### src/rtl/key_debounce_pkg.sv
// Shared types and sizing helpers for the key debouncer.
package key_debounce_pkg;

  // Per-channel debounce state.
  typedef enum logic [1:0] {
    StReleased,
    StPressPend,
    StHeld,
    StRelPend
  } key_state_e;

  // Bits needed to hold values 0..n (never less than one bit).
  function automatic int unsigned cnt_width(input int unsigned n);
    return (n < 1) ? 1 : $clog2(n + 1);
  endfunction

endpackage

### src/rtl/key_debounce_if.sv
// Key pad / debounced key bundle. The debouncer uses the slave modport;
// pad drivers and consumers use the master modport.
interface key_debounce_if #(
  parameter int unsigned N_KEYS = 4
);
  logic [N_KEYS-1:0] key_raw;
  logic [N_KEYS-1:0] key_level;
  logic [N_KEYS-1:0] key_press;
  logic [N_KEYS-1:0] key_release;
  logic              key_any;

  modport slave (
    input  key_raw,
    output key_level,
    output key_press,
    output key_release,
    output key_any
  );

  modport master (
    output key_raw,
    input  key_level,
    input  key_press,
    input  key_release,
    input  key_any
  );
endinterface

### src/rtl/key_debounce_ch.sv
// One key channel: 2-flop synchroniser, stability counter and state machine.
// Optional auto-repeat is built when KEY_REPEAT_EN is defined.
module key_debounce_ch
  import key_debounce_pkg::*;
#(
  parameter int unsigned DEBOUNCE_CYCLES = 50000,
  parameter bit          ACTIVE_LOW      = 1'b1,
  parameter int unsigned HOLD_CYCLES     = 25000000,
  parameter int unsigned REPEAT_CYCLES   = 5000000
) (
  input  logic clk,
  input  logic rst_n,
  input  logic key_raw,
  output logic key_level,
  output logic key_press,
  output logic key_release
);

  localparam int unsigned     CntW    = cnt_width(DEBOUNCE_CYCLES);
  localparam logic [CntW-1:0] CntLast = CntW'(DEBOUNCE_CYCLES - 1);
  localparam logic [CntW-1:0] CntOne  = CntW'(1);
  // Pad value when the key is not pressed.
  localparam logic            RawIdle = ACTIVE_LOW;

  logic            sync1_q, sync2_q;
  logic            synced;
  logic [CntW-1:0] cnt_q;
  key_state_e      state_q;

`ifdef KEY_REPEAT_EN
  localparam int unsigned HoldMax =
      (HOLD_CYCLES > REPEAT_CYCLES) ? HOLD_CYCLES : REPEAT_CYCLES;
  localparam int unsigned      HoldW    = cnt_width(HoldMax);
  localparam logic [HoldW-1:0] HoldLast = HoldW'(HOLD_CYCLES - 1);
  localparam logic [HoldW-1:0] RepLast  = HoldW'(REPEAT_CYCLES - 1);
  localparam logic [HoldW-1:0] HoldOne  = HoldW'(1);

  logic [HoldW-1:0] hold_cnt_q;
  logic             rep_q;
  logic             repeat_due;

  // First repeat waits HOLD_CYCLES, later ones REPEAT_CYCLES.
  assign repeat_due = (hold_cnt_q == (rep_q ? RepLast : HoldLast));
`else
  logic unused_repeat_cfg;
  assign unused_repeat_cfg = ^{HOLD_CYCLES, REPEAT_CYCLES};
`endif

  // Two-flop synchroniser, reset to the released pad level.
  always_ff @(posedge clk or negedge rst_n) begin
    if (!rst_n) begin
      sync1_q <= RawIdle;
      sync2_q <= RawIdle;
    end else begin
      sync1_q <= key_raw;
      sync2_q <= sync1_q;
    end
  end

  // 1 = pressed regardless of pad polarity.
  assign synced = sync2_q ^ ACTIVE_LOW;

  // Debounce FSM with registered level and one-cycle pulses.
  always_ff @(posedge clk or negedge rst_n) begin
    if (!rst_n) begin
      state_q     <= StReleased;
      cnt_q       <= '0;
      key_level   <= 1'b0;
      key_press   <= 1'b0;
      key_release <= 1'b0;
`ifdef KEY_REPEAT_EN
      hold_cnt_q  <= '0;
      rep_q       <= 1'b0;
`endif
    end else begin
      key_press   <= 1'b0;
      key_release <= 1'b0;
`ifdef KEY_REPEAT_EN
      // Cleared whenever the channel is not sitting in StHeld.
      hold_cnt_q  <= '0;
      rep_q       <= 1'b0;
`endif
      unique case (state_q)
        StReleased: begin
          if (synced) begin
            state_q <= StPressPend;
            cnt_q   <= CntOne;
          end
        end
        StPressPend: begin
          if (!synced) begin
            state_q <= StReleased;
            cnt_q   <= '0;
          end else if (cnt_q == CntLast) begin
            state_q   <= StHeld;
            cnt_q     <= '0;
            key_level <= 1'b1;
            key_press <= 1'b1;
          end else begin
            cnt_q <= cnt_q + CntOne;
          end
        end
        StHeld: begin
          if (!synced) begin
            state_q <= StRelPend;
            cnt_q   <= CntOne;
          end else begin
`ifdef KEY_REPEAT_EN
            if (repeat_due) begin
              key_press  <= 1'b1;
              hold_cnt_q <= '0;
              rep_q      <= 1'b1;
            end else begin
              hold_cnt_q <= hold_cnt_q + HoldOne;
              rep_q      <= rep_q;
            end
`endif
          end
        end
        StRelPend: begin
          if (synced) begin
            state_q <= StHeld;
            cnt_q   <= '0;
          end else if (cnt_q == CntLast) begin
            state_q     <= StReleased;
            cnt_q       <= '0;
            key_level   <= 1'b0;
            key_release <= 1'b1;
          end else begin
            cnt_q <= cnt_q + CntOne;
          end
        end
        default: begin
          state_q <= StReleased;
          cnt_q   <= '0;
        end
      endcase
    end
  end

endmodule

### src/rtl/key_debounce.sv
// Multi-channel key debouncer / edge detector.
// Define KEY_REPEAT_EN to build auto-repeat press pulses while a key is held.
module key_debounce
  import key_debounce_pkg::*;
#(
  parameter int unsigned N_KEYS          = 4,
  parameter int unsigned DEBOUNCE_CYCLES = 50000,
  parameter bit          ACTIVE_LOW      = 1'b1,
  parameter int unsigned HOLD_CYCLES     = 25000000,
  parameter int unsigned REPEAT_CYCLES   = 5000000
) (
  input logic            clk,
  input logic            rst_n,
  key_debounce_if.slave  keys
);

  logic [N_KEYS-1:0] raw;
  logic [N_KEYS-1:0] level;
  logic [N_KEYS-1:0] press;
  logic [N_KEYS-1:0] release_p;

  assign raw = keys.key_raw;

  for (genvar k = 0; k < N_KEYS; k++) begin : g_ch
    key_debounce_ch #(
      .DEBOUNCE_CYCLES (DEBOUNCE_CYCLES),
      .ACTIVE_LOW      (ACTIVE_LOW),
      .HOLD_CYCLES     (HOLD_CYCLES),
      .REPEAT_CYCLES   (REPEAT_CYCLES)
    ) u_ch (
      .clk         (clk),
      .rst_n       (rst_n),
      .key_raw     (raw[k]),
      .key_level   (level[k]),
      .key_press   (press[k]),
      .key_release (release_p[k])
    );
  end

  assign keys.key_level   = level;
  assign keys.key_press   = press;
  assign keys.key_release = release_p;
  // Press pulses are already registered, so this is glitch-free in-cycle.
  assign keys.key_any     = |press;

endmodule

### src/flat_wrapper.sv
// flat-port wrapper written by rule: the top's interface ports become plain ports
module key_debounce_flat import key_debounce_pkg::*;
#(
  parameter int unsigned N_KEYS          = 4,
  parameter int unsigned DEBOUNCE_CYCLES = 50000,
  parameter bit          ACTIVE_LOW      = 1'b1,
  parameter int unsigned HOLD_CYCLES     = 25000000,
  parameter int unsigned REPEAT_CYCLES   = 5000000
)
  (clk, rst_n, keys_key_raw, keys_key_level, keys_key_press, keys_key_release, keys_key_any);
  key_debounce_if #(.N_KEYS(N_KEYS)) keys_i ();
  input logic clk;
  input logic rst_n;
  input wire logic [$bits(keys_i.key_raw)-1:0] keys_key_raw;
  output wire logic [$bits(keys_i.key_level)-1:0] keys_key_level;
  output wire logic [$bits(keys_i.key_press)-1:0] keys_key_press;
  output wire logic [$bits(keys_i.key_release)-1:0] keys_key_release;
  output wire logic [$bits(keys_i.key_any)-1:0] keys_key_any;
  assign keys_i.key_raw = keys_key_raw;
  assign keys_key_level = keys_i.key_level;
  assign keys_key_press = keys_i.key_press;
  assign keys_key_release = keys_i.key_release;
  assign keys_key_any = keys_i.key_any;
  key_debounce #(.N_KEYS(N_KEYS), .DEBOUNCE_CYCLES(DEBOUNCE_CYCLES), .ACTIVE_LOW(ACTIVE_LOW), .HOLD_CYCLES(HOLD_CYCLES), .REPEAT_CYCLES(REPEAT_CYCLES)) u_core (.clk(clk), .rst_n(rst_n), .keys(keys_i));
endmodule
### config.mk
export PLATFORM = sky130hd
export DESIGN_NAME = key_debounce_flat
export DESIGN_NICKNAME = d
export VERILOG_FILES = /design/src/rtl/key_debounce_pkg.sv /design/src/rtl/key_debounce_if.sv /design/src/rtl/key_debounce_ch.sv /design/src/rtl/key_debounce.sv /design/src/flat_wrapper.sv
export SDC_FILE = /design/constraint.sdc
export NUM_CORES = 1
export LEC_CHECK = 0
export CAP_MARGIN = 20
export CORE_ASPECT_RATIO = 1.1
export CORE_UTILIZATION = 45
export CTS_CLUSTER_SIZE = 12
export DETAILED_ROUTE_END_ITERATION = 8
export GPL_TIMING_DRIVEN = 0
export HOLD_SLACK_MARGIN = 0.12
export PLACE_DENSITY = 0.59
export SYNTH_ARGS = -nofsm -noshare
export SYNTH_HDL_FRONTEND = slang
export SYNTH_SLANG_ARGS = --single-unit
### constraint.sdc
create_clock -name clk -period 2.44 [get_ports clk]
set_input_delay 0.244 -clock clk [delete_from_list [all_inputs] [get_ports clk]]
set_output_delay 0.244 -clock clk [all_outputs]
set_load 0.02 [all_outputs]
==> PnR_summary.wiki <==
{| class="wikitable"
! Metric !! Value
|-
| Placer congestion estimate || 0.856
|-
| Antenna-violating nets left || 0
|-
| Die height || 110 um
|-
| Worst hold-check path type || in2reg
|-
| Unrepaired setup endpoints after global routing || no
|-
| Yosys Warn Count || 0
|-
| Global-route wire length before repair || 17,200 um
|-
| Boundary pin count || 19
|-
| TritonCTS clock tree || yes
|-
| Maximum ir drop on the vdd rail || 0.000303 V
|-
| Clock H-tree levels || 3
|-
| Synth Register Bits || 92
|-
| Number of nets in the final layout || 555
|-
| Standby leakage power || 2.17 nW
|-
| Instance count of the mapped netlist || 514
|-
| Violation count after the first detailed-route iteration || 162
|-
| Finished layout cell area || 5340 sq um
|-
| Slew of the pin with the lowest slew margin || 0.625 ns
|-
| Diodes inserted || 0
|-
| Setup violators final || 0
|-
| Crit path kind || reg2reg
|-
| Number of design rule violations left after detail routing || 0
|-
| Overall Power || 2.96 mW
|-
| Vias in the first global route || 3,572
|-
| Number of maximum-capacitance violations || 0
|-
| Final Hold Vio Count || 0
|-
| Post-Route Skew || 0.00925 ns
|-
| Maximum achievable frequency || 451 MHz
|-
| Input/output buffers || 18
|-
| Cell area after placement || 5120 sq um
|-
| Outcome || completed
|-
| Post-Synthesis Cell Area || 4740 sq um
|-
| Latest clock arrival within the worst-skew pair || 0.35 ns
|-
| Number of antenna violations at the first check in global routing || 0
|-
| Row count || 38
|-
| Async SR Flop Fraction || 100%
|-
| Routed via count || 3,890
|-
| Most numerous cell types in the synthesized netlist || sky130_fd_sc_hd__dfrtp_1, sky130_fd_sc_hd__nand2_1, sky130_fd_sc_hd__nor2_1, sky130_fd_sc_hd__nand3_1, sky130_fd_sc_hd__a31oi_1
|-
| Starting utilization of the core area || 47.2%
|-
| P per Cell Area || 555 nW/um^2
|-
| First-pass DRT Iterations || 5
|-
| Area growth from synthesis to layout || 12.7%
|-
| Fraction of final layout cells with drive strength greater than 1 || 12.0%
|-
| Total congestion overflow || 0
|-
| Clock tree sinks || 92
|-
| Launching element type of the critical path || flop
|-
| Root Buffer Master || sky130_fd_sc_hd__clkbuf_8
|-
| DIE AREA || 10,900 sq um
|-
| Worst slew margin relative to its limit || 58.0%
|-
| Kind of capture point of the worst setup path || flop
|-
| Die W || 99.8 um
|-
| Data arrival, critical path || 2.44 ns
|-
| Share of synthesized area occupied by flip-flops and latches || 48.8%
|-
| Post-synth top area share || 44.4%
|-
| Required time of the critical path || 2.66 ns
|-
| Per-instance average area after synthesis || 9.21 sq um
|-
| CTS clk-pin slew, worst paths || 0.09 ns
|-
| Standard cell core area || 10,000 sq um
|-
| Utilization after layout || 53.2%
|-
| Shortest clock period the worst path allows after layout || 2.22 ns
|-
| Dominant cell type by area after synthesis || sky130_fd_sc_hd__dfrtp_1
|-
| Via count normalized by instance count || 5.64
|-
| Final period utilization || 90.9%
|-
| Number of clock buffers inserted by TritonCTS || 9
|-
| Maximum number of pins on one net before global-route repair || 72
|-
| Most frequently used cell type in the post-synthesis netlist || sky130_fd_sc_hd__dfrtp_1
|-
| Total length of routed wires || 10,000 um
|-
| Leading post-synthesis cells by cell area || sky130_fd_sc_hd__dfrtp_1, sky130_fd_sc_hd__a31oi_1, sky130_fd_sc_hd__nand2_1, sky130_fd_sc_hd__dfstp_2, sky130_fd_sc_hd__nand3_1
|-
| Total global-route track usage || 19.9%
|-
| Most used flip-flop cell after synthesis || sky130_fd_sc_hd__dfrtp_1
|-
| Number of buffers on the longest clock path || 2
|-
| Pins over their slew limit || 0
|-
| HPWL Detailed || 6680 um
|-
| Crit-path max FO || 10
|-
| Number of nets produced by synthesis || 524
|-
| Routed length per instance || 14.6 um
|-
| Yosys cell types || 55
|-
| Count of flip-flops with a built-in enable after synthesis || 0
|}
registers in the layout, indices dropped and copies added (netlist names), named ones only:
name                          flops
u_core.g_ch.u_ch.key_press        4
u_core.g_ch.u_ch.sync2_q          4
u_core.g_ch.u_ch.cnt_q           64
u_core.g_ch.u_ch.key_release      4
u_core.g_ch.u_ch.key_level        4
u_core.g_ch.u_ch.state_q          4
u_core.g_ch.u_ch.sync1_q          4
worst paths after layout:
path | from | endpoint | slack (ns) | depth (start not counted)
max reg2reg | u_core.g_ch[2].u_ch.cnt_q[12] | u_core.g_ch[2].u_ch.cnt_q[7] | 0.22 | 6
min in group asynchronous | rst_n | u_core.g_ch[0].u_ch.cnt_q[11] | 0.33 | 2
min | keys_key_raw[1] | u_core.g_ch[1].u_ch.sync1_q | 0.29 | 1
max in group asynchronous | rst_n | u_core.g_ch[1].u_ch.sync2_q | 1.43 | 3
max | u_core.g_ch[2].u_ch.cnt_q[12] | u_core.g_ch[2].u_ch.cnt_q[7] | 0.22 | 6
min reg2reg | u_core.g_ch[0].u_ch.sync1_q | u_core.g_ch[0].u_ch.sync2_q | 0.35 | 0
worst max-delay path, cell delays in order, from the launching register on:
cell                      delay, ns
sky130_fd_sc_hd__dfrtp_1       0.44
sky130_fd_sc_hd__or4_4         0.57
sky130_fd_sc_hd__nor4_4        0.52
sky130_fd_sc_hd__nor2_2        0.17
sky130_fd_sc_hd__buf_6         0.18
sky130_fd_sc_hd__o21ai_0       0.09
sky130_fd_sc_hd__a31oi_1       0.11
per-layer routing:
metal / wire length [um] / global-route usage, % / vias up
met2: 4510 / 30.0 / 71
met3: 346 / 2.86 / 4
met1: 5100 / 29.0 / 1868
met4: 76 / 7.98 / 0
met5: 0 / 0 / -
li1: - / - / 1947
final cells by class:
type                       instances  area (sq um)
inverter                          11          41.3
clock buffer                      11           131
buffer                            32           203
clock inverter                     5          77.6
multi-input combinational        379          2180
fill                             937          4700
sequential                        92          2310
timing repair buffer              20           215
tap                              140           175
cells by family after synthesis:
group	Yosys count	synth area share, %
and+or+nand+nor	236	26.7
AOI/OAI and AO/OA	132	16.9
DFF	92	48.8
buffers and inverters	43	5.15
xor gates and xnor gates	5	0.925
adders and majority gates	4	1.06
muxes	2	0.449
stage by stage:
stage | hold slack [ns] | instances | worst slack [ns] | setup TNS (ns)
final | 0.294 | 690 | 0.222 | 0
after global routing | 0.266 | 690 | 0.0694 | 0
after CTS | 0.268 | 690 | 0.217 | 0
after detailed placement | 0.169 | 673 | 0.233 | 0
after global placement | 0.345 | 672 | -2.38 | -208.68
after floorplan | -0.0516 | 514 | 0.485 | 0
layout by cell type, fill, tap and decap left out, drive strengths merged, types with 5 or more instances in the layout:
cell / synthesis / final
nor4: 11 / 11
o211ai: 5 / 5
o21ai: 35 / 35
buf: 25 / 27
or4bb: 5 / 5
and2: 5 / 5
or3: 10 / 10
clkdlybuf4s50: 0 / 17
nand4: 13 / 13
and3: 6 / 6
a31oi: 37 / 37
or4: 7 / 7
or2: 6 / 6
a21oi: 31 / 31
nor3: 16 / 16
nand2: 59 / 59
dfrtp: 84 / 84
nand3: 38 / 38
a41oi: 5 / 5
clkbuf: 7 / 18
dfstp: 8 / 8
nor2: 50 / 50
inv: 11 / 11
where the power goes:
group          switching [mW]  total (mW)  internal, mW
combinational           0.131       0.215        0.0841
clock                   0.520        1.10         0.575
sequential             0.0675        1.65          1.58
timing repair:
item                                   in CTS  in global routing
buffers inserted                            0                  0
resized for setup                           0                  0
endpoints found under the hold margin      21                  0
hold buffers                                1                  0
Note: power is estimated with default switching activity, not from simulation.
